$ cat config.mk
export PLATFORM = sky130hd
export DESIGN_NAME = core_scheduler
export DESIGN_NICKNAME = d
export VERILOG_FILES = /design/src/rtl/core_scheduler.sv
export SDC_FILE = /design/constraint.sdc
export NUM_CORES = 1
export LEC_CHECK = 0
export CORE_MARGIN = 5
export CORE_UTILIZATION = 48
export CTS_CLUSTER_SIZE = 24
export DETAILED_ROUTE_END_ITERATION = 8
export PLACE_DENSITY = 0.87
export REMOVE_ABC_BUFFERS = 1
export SKIP_CTS_REPAIR_TIMING = 1
export SLEW_MARGIN = 40
export SYNTH_ARGS = -nofsm -noshare
export SYNTH_HDL_FRONTEND = slang
export SYNTH_SLANG_ARGS = --single-unit
export TNS_END_PERCENT = 1
$ cat constraint.sdc
create_clock -name clk -period 2.8 [get_ports clk]
set_input_delay 0.42 -clock clk [delete_from_list [all_inputs] [get_ports clk]]
set_output_delay 0.42 -clock clk [all_outputs]
set_load 0.02 [all_outputs]
$ cat src/rtl/core_scheduler.sv
// Per-core instruction sequencer: walks one instruction at a time through
// fetch, decode, memory request/wait, execute and PC update for all lanes.
`timescale 1ns/1ps
module core_scheduler #(
    parameter int THREADS_PER_BLOCK = 4,
    parameter int MAX_WAIT          = 255
) (
    input  logic                           clk,
    input  logic                           reset,
    input  logic                           start,
    input  logic [4:0]                     thread_count,
    input  logic [2:0]                     fetcher_state,
    input  logic [2*THREADS_PER_BLOCK-1:0] lsu_state,
    input  logic                           decoded_ret,
    input  logic [8*THREADS_PER_BLOCK-1:0] next_pc,
    output logic [2:0]                     core_state,
    output logic [7:0]                     current_pc,
    output logic                           done,
    output logic                           error,
    output logic [15:0]                    instr_count
);

    typedef enum logic [2:0] {
        S_IDLE    = 3'b000,
        S_FETCH   = 3'b001,
        S_DECODE  = 3'b010,
        S_REQUEST = 3'b011,
        S_WAIT    = 3'b100,
        S_EXECUTE = 3'b101,
        S_UPDATE  = 3'b110,
        S_DONE    = 3'b111
    } state_t;

    localparam logic [4:0]  TPB      = 5'(THREADS_PER_BLOCK);
    localparam logic [16:0] WAIT_MAX = 17'(MAX_WAIT);
    localparam logic [2:0]  FETCHED  = 3'b010;

    state_t      state_q;
    logic [7:0]  pc_q;
    logic        done_q;
    logic        error_q;
    logic [15:0] instr_q;
    logic [15:0] wait_cnt_q;

    logic [4:0]  eff;
    logic        lanes_busy;
    logic [7:0]  sel_pc;
    logic [16:0] wait_inc;

    always_comb begin
        eff        = (thread_count > TPB) ? TPB : thread_count;
        lanes_busy = 1'b0;
        sel_pc     = next_pc[7:0];
        wait_inc   = {1'b0, wait_cnt_q} + 17'd1;
        for (int i = 0; i < THREADS_PER_BLOCK; i++) begin
            // Only lanes below the effective count hold up the core.
            if (5'(i) < eff &&
                (lsu_state[2*i +: 2] == 2'b01 || lsu_state[2*i +: 2] == 2'b10))
                lanes_busy = 1'b1;
            if (5'(i) + 5'd1 == eff)
                sel_pc = next_pc[8*i +: 8];
        end
    end

    always_ff @(posedge clk or negedge reset) begin
        if (!reset) begin
            state_q    <= S_IDLE;
            pc_q       <= 8'h00;
            done_q     <= 1'b0;
            error_q    <= 1'b0;
            instr_q    <= 16'h0000;
            wait_cnt_q <= 16'h0000;
        end else begin
            case (state_q)
                S_IDLE: begin
                    if (start) begin
                        if (eff == 5'd0) begin
                            state_q <= S_DONE;
                            done_q  <= 1'b1;
                        end else begin
                            state_q <= S_FETCH;
                            pc_q    <= 8'h00;
                        end
                    end
                end
                S_FETCH: begin
                    if (fetcher_state == FETCHED)
                        state_q <= S_DECODE;
                end
                S_DECODE:  state_q <= S_REQUEST;
                S_REQUEST: begin
                    state_q    <= S_WAIT;
                    wait_cnt_q <= 16'h0000;
                end
                S_WAIT: begin
                    wait_cnt_q <= wait_inc[15:0];
                    // A stuck lane aborts the whole block once the budget is spent.
                    if (lanes_busy && wait_inc >= WAIT_MAX) begin
                        state_q <= S_DONE;
                        error_q <= 1'b1;
                        done_q  <= 1'b1;
                    end else if (!lanes_busy) begin
                        state_q <= S_EXECUTE;
                    end
                end
                S_EXECUTE: state_q <= S_UPDATE;
                S_UPDATE: begin
                    if (instr_q != 16'hFFFF)
                        instr_q <= instr_q + 16'd1;
                    if (decoded_ret) begin
                        state_q <= S_DONE;
                        done_q  <= 1'b1;
                    end else begin
                        pc_q    <= sel_pc;
                        state_q <= S_FETCH;
                    end
                end
                S_DONE:  state_q <= S_DONE;
                default: state_q <= S_IDLE;
            endcase
        end
    end

    assign core_state  = state_q;
    assign current_pc  = pc_q;
    assign done        = done_q;
    assign error       = error_q;
    assign instr_count = instr_q;

endmodule

==> summary by stage, run 1 <==
Logic synthesis
Counting flops with a built-in enable in the synthesized netlist gives 0. The post-synthesis cell type with the largest combined area is dfrtp_1. For this run, the number of Yosys warnings is 0. In the synthesized netlist the async set-or-reset flop fraction comes to 100.0%.

The cell count after synthesis is 325. The most frequent cell after synthesis is dfrtp_1. Summing every instance area after synthesis gives 2776 um2. In the post-synthesis netlist, the biggest area contributors are dfrtp_1 (41%), o21ai_0 (5.8%), nand2_1 (4.7%).

The sequential fraction of the synthesis area is 40.56%. By count the netlist is led by dfrtp_1 (45), nand2_1 (35), nor2_1 (32), o21ai_0 (32), a21oi_1 (18). In this run the mean area of a mapped cell was 8.543 um2.

The number of flip-flops and latches in the synthesized netlist is 45. In this run, distinct cell masters in the synthesized netlist total 50. For this run, the leading register cell type out of synthesis is dfrtp_1.

The share of synthesized area in the top cell type comes to 40.56%.

Global routing
The aggregate global routing overflow is 0. The largest net degree at the start of global routing is 46. The number of antenna violations at the first check in global routing was 0. The first global-routing pass estimated 11840 um of wire. Global routing used 19.58% of the available tracks. The via count of the first global-routing pass is 2513.

Clocking
The level count of the clock H-tree is 2. The clock drives 45 sinks. The longest clock path from root to sink contains 2 buffers. After clock tree synthesis, the clock-pin slew on the worst setup and hold paths is 100 ps. Clock tree synthesis inserted a total of 5 buffers. Clock latency on the worst-skew pair, taken at its later pin, is 310 ps.

The CTS tree is yes. The library cell used as clock root buffer is clkbuf_8.

Final layout
The final layout net count is 449. 0 antenna diodes ended up in the layout. The fraction of final layout cells with drive strength greater than 1 is 5.570%. The non-filler instance count after layout is 467.

The area growth from synthesis to layout is 33.17%.

Power and ir drop
In this run the static leakage power is 1.495 nW. The highest ir drop seen on vdd is 462.8 uV. The power per standard cell area is 639.4 nW/um2.

Routing
Dividing the detail-routed wire length by the instance count gives 15.50 um. The via density per instance is 5.700. The detailed-route wire length is 7238 um. The detailed-route DRC error count is 0.

The count of TritonRoute iterations in the first routing pass is 4. Across all layers, the routed design uses 2662 vias. The count of antenna-violating nets left after detailed routing is 0. The initial DRC count is 107.

Setup path
Along the worst path, the maximum fanout reaches 9. The required time at the worst-slack endpoint is 3000 ps. The endpoint kind of the worst setup timing path is a flop.

The critical path is of the flop to flop type. In this design, the stage delay of the slowest critical-path cell is 460 ps. The kind of start point of the critical path is a flop. Traced cell by cell, the critical path runs through ha_1 -> and4_1 -> and3_2 -> nand4_1 -> a221oi_1 -> a311oi_1 -> a311o_1. The worst endpoint data arrival time is 2750 ps.

Counting both buffers and inverters, the worst setup path holds a total of 0. The slowest stage of the critical path belongs to the cell dfrtp_1. The top cell family by delay on the critical path is compound AO/OA/AOI/OAI gates.

Die
The initial standard-cell utilization of the core is 49.81%. The row count is 27. The die extent in y is 86.06 um.

The total area inside the core boundary comes to 5574 um2. The x dimension of the die is 86.06 um. The die footprint is 7405 um2. The count of boundary I/O pins is 81.

Timing
The post-route clock skew is 13.31 ps. The setup total negative slack is 0 ps. The slew at the pin closest to its max-slew limit is 775.9 ps. The final critical-path required period is 2559 ps. The worst slew slack as a fraction of its limit is 48.28%. The number of pins exceeding their max-slew limit in the final report is 0.

The peak clock frequency supported by timing is 390.8 MHz. Of the available clock period, the critical path in the final layout requires 91.40%. The final hold violation count came to 0. Setup violations remaining at the end of the flow were counted as 0. Setup repair after global routing left no endpoint under its margin.

Worst hold path
The path class of the tightest hold or removal check is input port to async pin.

Placed design
Once placement completed, the tool counted placed cells totaling 459. Input and output buffers added on the ports amount to 80. The routability congestion estimate from global placement is 0.8547. Detailed placement finished with a half-perimeter wire length of 5405 um.

Flow run
The count of maximum capacitance violations is 0.

Run status
The flow ran to the end, and the final reports show no timing, DRC or antenna violations.
==> cell type report <==
type,count,area (um2)
multi-input cells,251,1529
flip-flops and latches,45,1126
clock inverters,3,25.02
repair buffers,85,835.8
fillers,447,1877
inverters,6,22.52
well taps,72,90.09
clock buffers,5,68.82
==> cells in the final DEF, fill, tap and decap left out, drive strengths merged, types with 2 or more instances in the layout <==
| cell | count |
|---|---|
| o211ai | 2 |
| nand2b | 3 |
| xnor2 | 11 |
| clkbuf | 5 |
| buf | 6 |
| mux2 | 2 |
| inv | 7 |
| xor2 | 9 |
| nor2 | 32 |
| nor4 | 3 |
| and3 | 2 |
| and2 | 2 |
| and4 | 2 |
| o21ai | 32 |
| o22ai | 4 |
| mux2i | 10 |
| a211oi | 8 |
| o21a | 2 |
| a31oi | 6 |
| nor3 | 10 |
| a41o | 2 |
| dfrtp | 45 |
| nor3b | 2 |
| nand3 | 17 |
| nand2 | 35 |
| nor2b | 3 |
| a21oi | 18 |
| ha | 3 |
| o31ai | 5 |
| clkdlybuf4s50 | 79 |
| nand4 | 13 |
==> flip-flops by register name, summed over array words and instances, names as in the netlist <==
name and count:
instr_count 16, error 1, core_state 3, wait_cnt_q 16
done 1, current_pc 8
==> per-stage QoR <==
step | setup WS (ps) | instance area, um2 | total power, mW | util (%) | hold slack [ps]
global placement | 435.4 | 3601 | 1.913 | 64.60 | 452.4
floorplan | 574.8 | 2678 | 1.473 | - | 124.4
global route | 95.99 | 3697 | 2.531 | 66.33 | 132.1
CTS | 245.6 | 3697 | 2.379 | 66.33 | 110.8
detailed placement | 350.9 | 3603 | 1.955 | 64.65 | 450.6
finish | 240.9 | 3697 | 2.364 | 66.33 | 97.76
==> final timing paths <==
check	from	to	slack (ps)	depth (start not counted)
worst max-delay path	wait_cnt_q[0]	done	240	7
worst min-delay path	reset	wait_cnt_q[4]	100	1
worst max register to register	wait_cnt_q[0]	done	240	7
worst min register to register	current_pc[6]	current_pc[6]	490	2
max in group asynchronous	reset	instr_count[3]	2320	1
min in group clk	current_pc[6]	current_pc[6]	490	2
==> cell families (layout without fill, tap and decap cells) <==
logic type | Yosys count | in the layout | share of synthesized area, %
and+or+nand+nor | 129 | 129 | 23.80
DFF | 45 | 45 | 40.56
buffers and inverters | 29 | 99 | 4.371
AOI/OAI and AO/OA | 87 | 87 | 19.20
adders and majority gates | 3 | 3 | 1.352
xor gates and xnor gates | 20 | 20 | 6.309
muxes | 12 | 12 | 4.416
==> per-layer routing <==
metal  track usage (%)  wire [um]  part of all wire, %
met5                 0          0                    0
met4             5.324         94                  1.3
met3             3.458        388                  5.4
met2             33.08       3629                   50
met1             25.74       3126                   43
==> where the power goes <==
group	total, mW	internal, mW	leakage (nW)	switching (mW)
sequential	0.923	0.769	0.596	0.154
clock	0.423	0.180	0.0447	0.243
combinational	1.02	0.463	0.855	0.555
total	2.36	1.41	1.50	0.952
No activity file was read; power rests on OpenSTA's default activity.
==> run 2: changes to the inputs <==
CTS_CLUSTER_SIZE = default   (was 24)
REMOVE_ABC_BUFFERS = default   (was 1)
==> run 2 against run 1 <==
Compared with the run above:
- worst setup slack better by 50 ps
- power increased by 0.33%
- wire length shrank 4.0%
- maximum frequency rose by 2.0%
- die area stayed put
- cell area unchanged
- critical endpoint unchanged
- largest power group unchanged
==> summary by stage, run 2 (same netlist as run 1, synthesis figures left out) <==
Setup path
The stage delay of the slowest cell on the critical path is 450 ps (about the same). Traced cell by cell, the critical path runs through ha_1 -> and4_1 -> and3_2 -> nand4_1 -> a221oi_1 -> a311oi_1 -> a311o_1. The worst endpoint data arrival time was 2700 ps (-50 ps). The endpoint of the worst register-to-register path is done. The worst setup path is launched from a flop.

The start of the worst register-to-register path is wait_cnt_q[1]. The type of the setup path with the least slack is flop to flop. The slowest cell on the critical path is dfrtp_1. The worst setup slack for register-to-register paths is 290 ps (+50 ps). The most critical setup path has its startpoint at wait_cnt_q[1].

The worst setup path is captured at a flop. The required time at the worst-slack endpoint came to 2990 ps (about the same). The depth of the most critical reg-to-reg path came to 7 (unchanged). The highest fanout seen on the critical path is 9 (unchanged).

Clocking
The CTS tree is yes. The clock-pin slew on the worst setup and hold paths came to 90 ps (about the same). The clock net sink count is 45 (unchanged). The number of buffers on the longest clock path came to 2 (unchanged).

The level count of the clock H-tree was 2 (unchanged). The clock insertion delay at the later pin of the skew report came to 300 ps (about the same). The library cell used as clock root buffer is clkbuf_8. The number of buffers created by CTS is 5 (unchanged).

Placed design
The count of buffers from port buffering is 80 (unchanged). The routability congestion estimate from global placement is 0.8440 (-1.3%). The detailed-placement wirelength estimate came to 5280 um (-2.3%).

Power and ir drop
The highest ir drop seen on vdd is 450.2 uV (-2.7%). The sum of internal, switching and leakage power is 2.372 mW (+0.33%). The static power due to leakage is 1.495 nW (unchanged). The power per standard cell area is 641.5 nW/um2 (+0.33%).

Flow run
The count of maximum capacitance violations was 0 (unchanged).

Routing
The detailed-route DRC error count was 0 (unchanged). The initial DRC count is 162 (+51%). The count of antenna-violating nets left after detailed routing came to 0 (unchanged). The per-cell routed wire length was 14.87 um (-4.0%). The number of vias after detailed routing is 2681 (+0.71%). The count of TritonRoute iterations in the first routing pass was 4 (unchanged). The via density per instance is 5.741 (+0.71%). The detailed-route wire length came to 6946 um (-4.0%).

Worst hold path
The worst min-delay path category is input port to async pin.

Final layout
The count of antenna diodes in the layout was 0 (unchanged). The relative area change from synthesis to final layout is 33.17% (unchanged). The final layout net count is 449 (unchanged).

In the layout the commonest cells are clkdlybuf4s50_1 (79), dfrtp_1 (45), nand2_1 (35). Leaving out fill and tap cells, the most frequent cell in the layout is clkdlybuf4s50_1. The fraction of final layout cells with drive strength greater than 1 was 5.570% (unchanged).

The number of inserted filler cells in the final layout is 472 (+5.6%).

Global routing
The total global routing track utilization came to 19.33% (-0.24 points). The aggregate global routing overflow is 0 (unchanged). The via count of the first global-routing pass came to 2577 (+2.5%).

The first-pass GRT wire length is 11690 um (-1.3%). The largest net degree at the start of global routing is 46 (unchanged). The number of antenna violations at the first check in global routing came to 0 (unchanged).

Timing
The setup-violating endpoint count in the final report is 0 (unchanged). The peak clock frequency supported by timing was 398.6 MHz (+2.0%). The worst slew slack as a fraction of its limit is 48.19% (-0.088 points). The slew at the pin closest to its max-slew limit was 777.2 ps (+1.315 ps). The final hold violation count is 0 (unchanged).

The number of pins exceeding their max-slew limit in the final report is 0 (unchanged). The setup total negative slack is 0 ps (unchanged). The portion of the clock cycle consumed by the worst path in the final layout is 89.60% (-1.8 points). Setup repair after global routing left no endpoint under its margin. The post-route clock skew is 9.193 ps (-4.121 ps). The final critical-path required period is 2509 ps (-50.33 ps).

Die
The x dimension of the die was 86.06 um (unchanged). The row count is 27 (unchanged). The count of boundary I/O pins is 81 (unchanged).

The die extent in y was 86.06 um (unchanged). The core box area was 5574 um2 (unchanged). The initial standard-cell utilization of the core is 49.81% (unchanged). The die footprint is 7405 um2 (unchanged).

Run status
The flow ran to the end, and the final reports show no timing, DRC or antenna violations.

Logic synthesis
The number of nets in the synthesized netlist is 380.
## run 2: cell counts in the layout (fill, tap and decap cells not counted)
No cell type changed its count.
## run 2: layout make-up
type / instances / area (um2) / share of cell area, %
Multi-Input combinational cell: 251 / 1529 / 41.35
Clock buffer: 5 / 68.82 / 1.861
Clock inverter: 3 / 25.02 / 0.6768
Timing Repair Buffer: 85 / 835.8 / 22.61
Sequential cell: 45 / 1126 / 30.46
Tap cell: 72 / 90.09 / 2.437
Inverter: 6 / 22.52 / 0.6091
## run 2: worst max-delay path, delay by kind of cell, from the launching register on
kind | cells | cell delay, ps
adders and majority gates | 1 | 340
and+or+nand+nor | 3 | 760
DFF | 1 | 450
AOI/OAI and AO/OA | 3 | 850
## run 2: how the worst max path moves through the flow
stage | end | slack [ps] | depth (start not counted)
2_1_floorplan | done | 550 | 9
3_3_place_gp | done | 420 | 7
3_5_place_dp | done | 330 | 7
4_1_cts | done | 300 | 7
5_1_grt | done | 120 | 7
6_report | done | 290 | 7
## run 2: layer usage
layer / track usage, % / routed length [um] / vias to the layer above
li1: - / - / 1314
met2: 33.71 / 3498 / 109
met4: 5.755 / 69 / 0
met1: 23.54 / 2782 / 1252
met3: 4.611 / 596 / 6
met5: 0 / 0 / -
## run 2: where the power goes
group | leakage [nW] | internal, mW | total [mW] | switching, mW
registers | 0.596 | 0.769 | 0.924 | 0.155
logic | 0.855 | 0.463 | 1.03 | 0.564
clock network | 0.0447 | 0.180 | 0.421 | 0.241
total | 1.50 | 1.41 | 2.37 | 0.959
## run 2: per-stage QoR
step	std cells	hold WS [ps]	setup slack [ps]	area, um2	utilization (%)
after floorplan	325	124.4	552.0	2776	-
after CTS	467	119.9	295.3	3697	66.33
after global placement	459	459.0	420.3	3601	64.60
after global routing	467	145.3	120.5	3697	66.33
after detailed placement	459	456.6	326.7	3603	64.65
final	467	108.3	291.2	3697	66.33
==> run 3: changes to the inputs <==
CORE_ASPECT_RATIO = 0.9   (was default)
MAX_ROUTING_LAYER = met4   (was default)
SLEW_MARGIN = default   (was 40)
==> run 3 against run 2 <==
Compared with the run above:
- register-to-register slack got worse by 20 ps
- combinational power is essentially flat
- non-clock buffer count unchanged
- cell area down 0.44%
- power decreased by 1.9%
- sequential power is 0.5% higher
- core utilization decreased by 1.3 points
- critical path depth unchanged
- wire length down 6.2%
- clock power fell by 6.9%
- maximum frequency is 0.75% lower
- critical path type unchanged
==> summary by stage, run 3 (same netlist as run 1, synthesis figures left out) <==
Timing
Setup repair after global routing left no endpoint under its margin. The final critical-path required period came to 2528 ps (+18.88 ps). The worst slew slack as a fraction of its limit is 34.35% (-14 points).

The final hold violation count is 0 (unchanged). The setup-violating endpoint count in the final report came to 0 (unchanged). The slew at the pin closest to its max-slew limit is 984.8 ps (+207.6 ps). The setup total negative slack is 0 ps (unchanged). The number of pins exceeding their max-slew limit in the final report is 0 (unchanged). The post-route clock skew is 9.443 ps (+0.2504 ps).

The peak clock frequency supported by timing came to 395.6 MHz (-0.75%). The portion of the clock cycle consumed by the worst path in the final layout was 90.27% (+0.67 points).

Global routing
The aggregate global routing overflow is 0 (unchanged). The via count of the first global-routing pass is 2555 (-0.85%). The first-pass GRT wire length is 11160 um (-4.5%).

The largest net degree at the start of global routing is 46 (unchanged). The total global routing track utilization was 18.64% (-0.69 points). The number of antenna violations at the first check in global routing was 0 (unchanged).

Final layout
The non-filler instance count after layout is 464 (-0.64%). Leaving out fill and tap cells, the most frequent cell in the layout is clkdlybuf4s50_1. The final layout net count is 449 (unchanged). The relative area change from synthesis to final layout is 32.58%.

The count of antenna diodes in the layout is 0 (unchanged). The number of inserted filler cells in the final layout was 463 (-1.9%). The fraction of final layout cells with drive strength greater than 1 was 5.330% (-0.24 points). In the layout the commonest cells are clkdlybuf4s50_1 (79), dfrtp_1 (45), nand2_1 (35).

Die
The die footprint is 7407 um2 (about the same). The x dimension of the die is 90.17 um (+4.8%). The row count is 26 (-3.7%). The core box area is 5660 um2 (+1.5%). The initial standard-cell utilization of the core came to 49.05% (-0.76 points). The die extent in y is 82.15 um (-4.5%). The count of boundary I/O pins is 81 (unchanged).

Setup path
The worst endpoint data arrival time is 2720 ps (+20 ps). The required time at the worst-slack endpoint is 2990 ps (about the same). The highest fanout seen on the critical path is 9 (unchanged). The type of the setup path with the least slack is flop to flop. The stage delay of the slowest cell on the critical path is 460 ps (about the same). Traced cell by cell, the critical path runs through ha_1 -> and4_1 -> and3_2 -> nand4_1 -> a221oi_1 -> a311oi_1 -> a311o_1. The worst setup path is captured at a flop. The number of buffers and inverters on the critical path is 0 (unchanged). STA classifies the critical path startpoint as a flop. The slowest cell on the critical path is dfrtp_1. The top cell family by delay on the critical path is compound AO/OA/AOI/OAI gates.

Placed design
The detailed-placement wirelength estimate is 4972 um (-5.8%). The count of buffers from port buffering came to 80 (unchanged). The cell count after placement is 457 (-0.44%). The routability congestion estimate from global placement is 0.8174 (-3.2%).

Power and ir drop
The highest ir drop seen on vdd is 432.0 uV (-4.0%). The power per standard cell area was 632.4 nW/um2 (-1.4%). The static power due to leakage is 1.494 nW (about the same). The sum of internal, switching and leakage power is 2.328 mW (-1.9%).

Clocking
The clock net sink count was 45 (unchanged). The clock-pin slew on the worst setup and hold paths was 80 ps (about the same). The level count of the clock H-tree is 2 (unchanged). The CTS tree is yes. The number of buffers created by CTS was 5 (unchanged). The clock insertion delay at the later pin of the skew report is 300 ps (about the same). The number of buffers on the longest clock path is 2 (unchanged). The library cell used as clock root buffer is clkbuf_8.

Logic synthesis
The number of nets in the synthesized netlist is 380 (unchanged).

Routing
The via density per instance came to 5.638 (-1.8%). The detailed-route DRC error count is 0 (unchanged). The count of TritonRoute iterations in the first routing pass is 4 (unchanged).

The detailed-route wire length is 6518 um (-6.2%). The count of antenna-violating nets left after detailed routing is 0 (unchanged). The initial DRC count is 131 (-19%). The per-cell routed wire length came to 14.05 um (-5.6%).

The number of vias after detailed routing is 2616 (-2.4%).

Flow run
The count of maximum capacitance violations came to 0 (unchanged).

Worst hold path
The worst min-delay path category is input port to async pin.

Run status
The run finished with clean final reports.
## run 3: cell types whose count changed in the layout (fill, tap and decap cells not counted), sizes merged
cell      delta
clkinvlp     -1
## run 3: layout make-up
| type | instances | area (um2) | area share, % |
|---|---|---|---|
| timing repair buffer | 85 | 833.3 | 22.64 |
| clock buffer | 5 | 68.82 | 1.869 |
| clock inverter | 2 | 13.76 | 0.3739 |
| sequential | 45 | 1126 | 30.59 |
| inverter | 6 | 22.52 | 0.6118 |
| tap | 70 | 87.58 | 2.379 |
| multi-input combinational | 251 | 1529 | 41.54 |
## run 3: layer usage
layer	global-route usage, %	vias up	share of wire [%]
met1	22.65	1191	45
met2	31.73	96	47
met4	7.143	0	1.8
met5	-	-	0
li1	-	1320	-
met3	3.080	9	6.7
## run 3: metrics by stage
stage	util, %	hold slack, ps	cell area (um2)	worst slack, ps
6_report	65.03	278.4	3681	272.3
3_5_place_dp	63.57	457.9	3598	294.9
3_3_place_gp	63.57	456.9	3598	416.7
2_1_floorplan	-	124.4	2776	552.0
5_1_grt	65.03	362.0	3681	30.50
4_1_cts	65.03	307.8	3681	278.7
## run 3: power breakdown
group | total (mW) | switching, mW | internal, mW
clock network | 0.392 | 0.219 | 0.172
registers | 0.929 | 0.160 | 0.769
logic | 1.01 | 0.544 | 0.463
## run 3: final timing paths
| kind | from | to | slack, ps | cells past startpoint |
|---|---|---|---|---|
| hold / removal | reset | wait_cnt_q[10] | 280 | 1 |
| min in group clk | error | error | 480 | 1 |
| setup / recovery | wait_cnt_q[0] | done | 270 | 7 |
| setup reg to reg | wait_cnt_q[0] | done | 270 | 7 |
| max in group asynchronous | reset | wait_cnt_q[4] | 1920 | 1 |
| hold reg to reg | error | error | 480 | 1 |
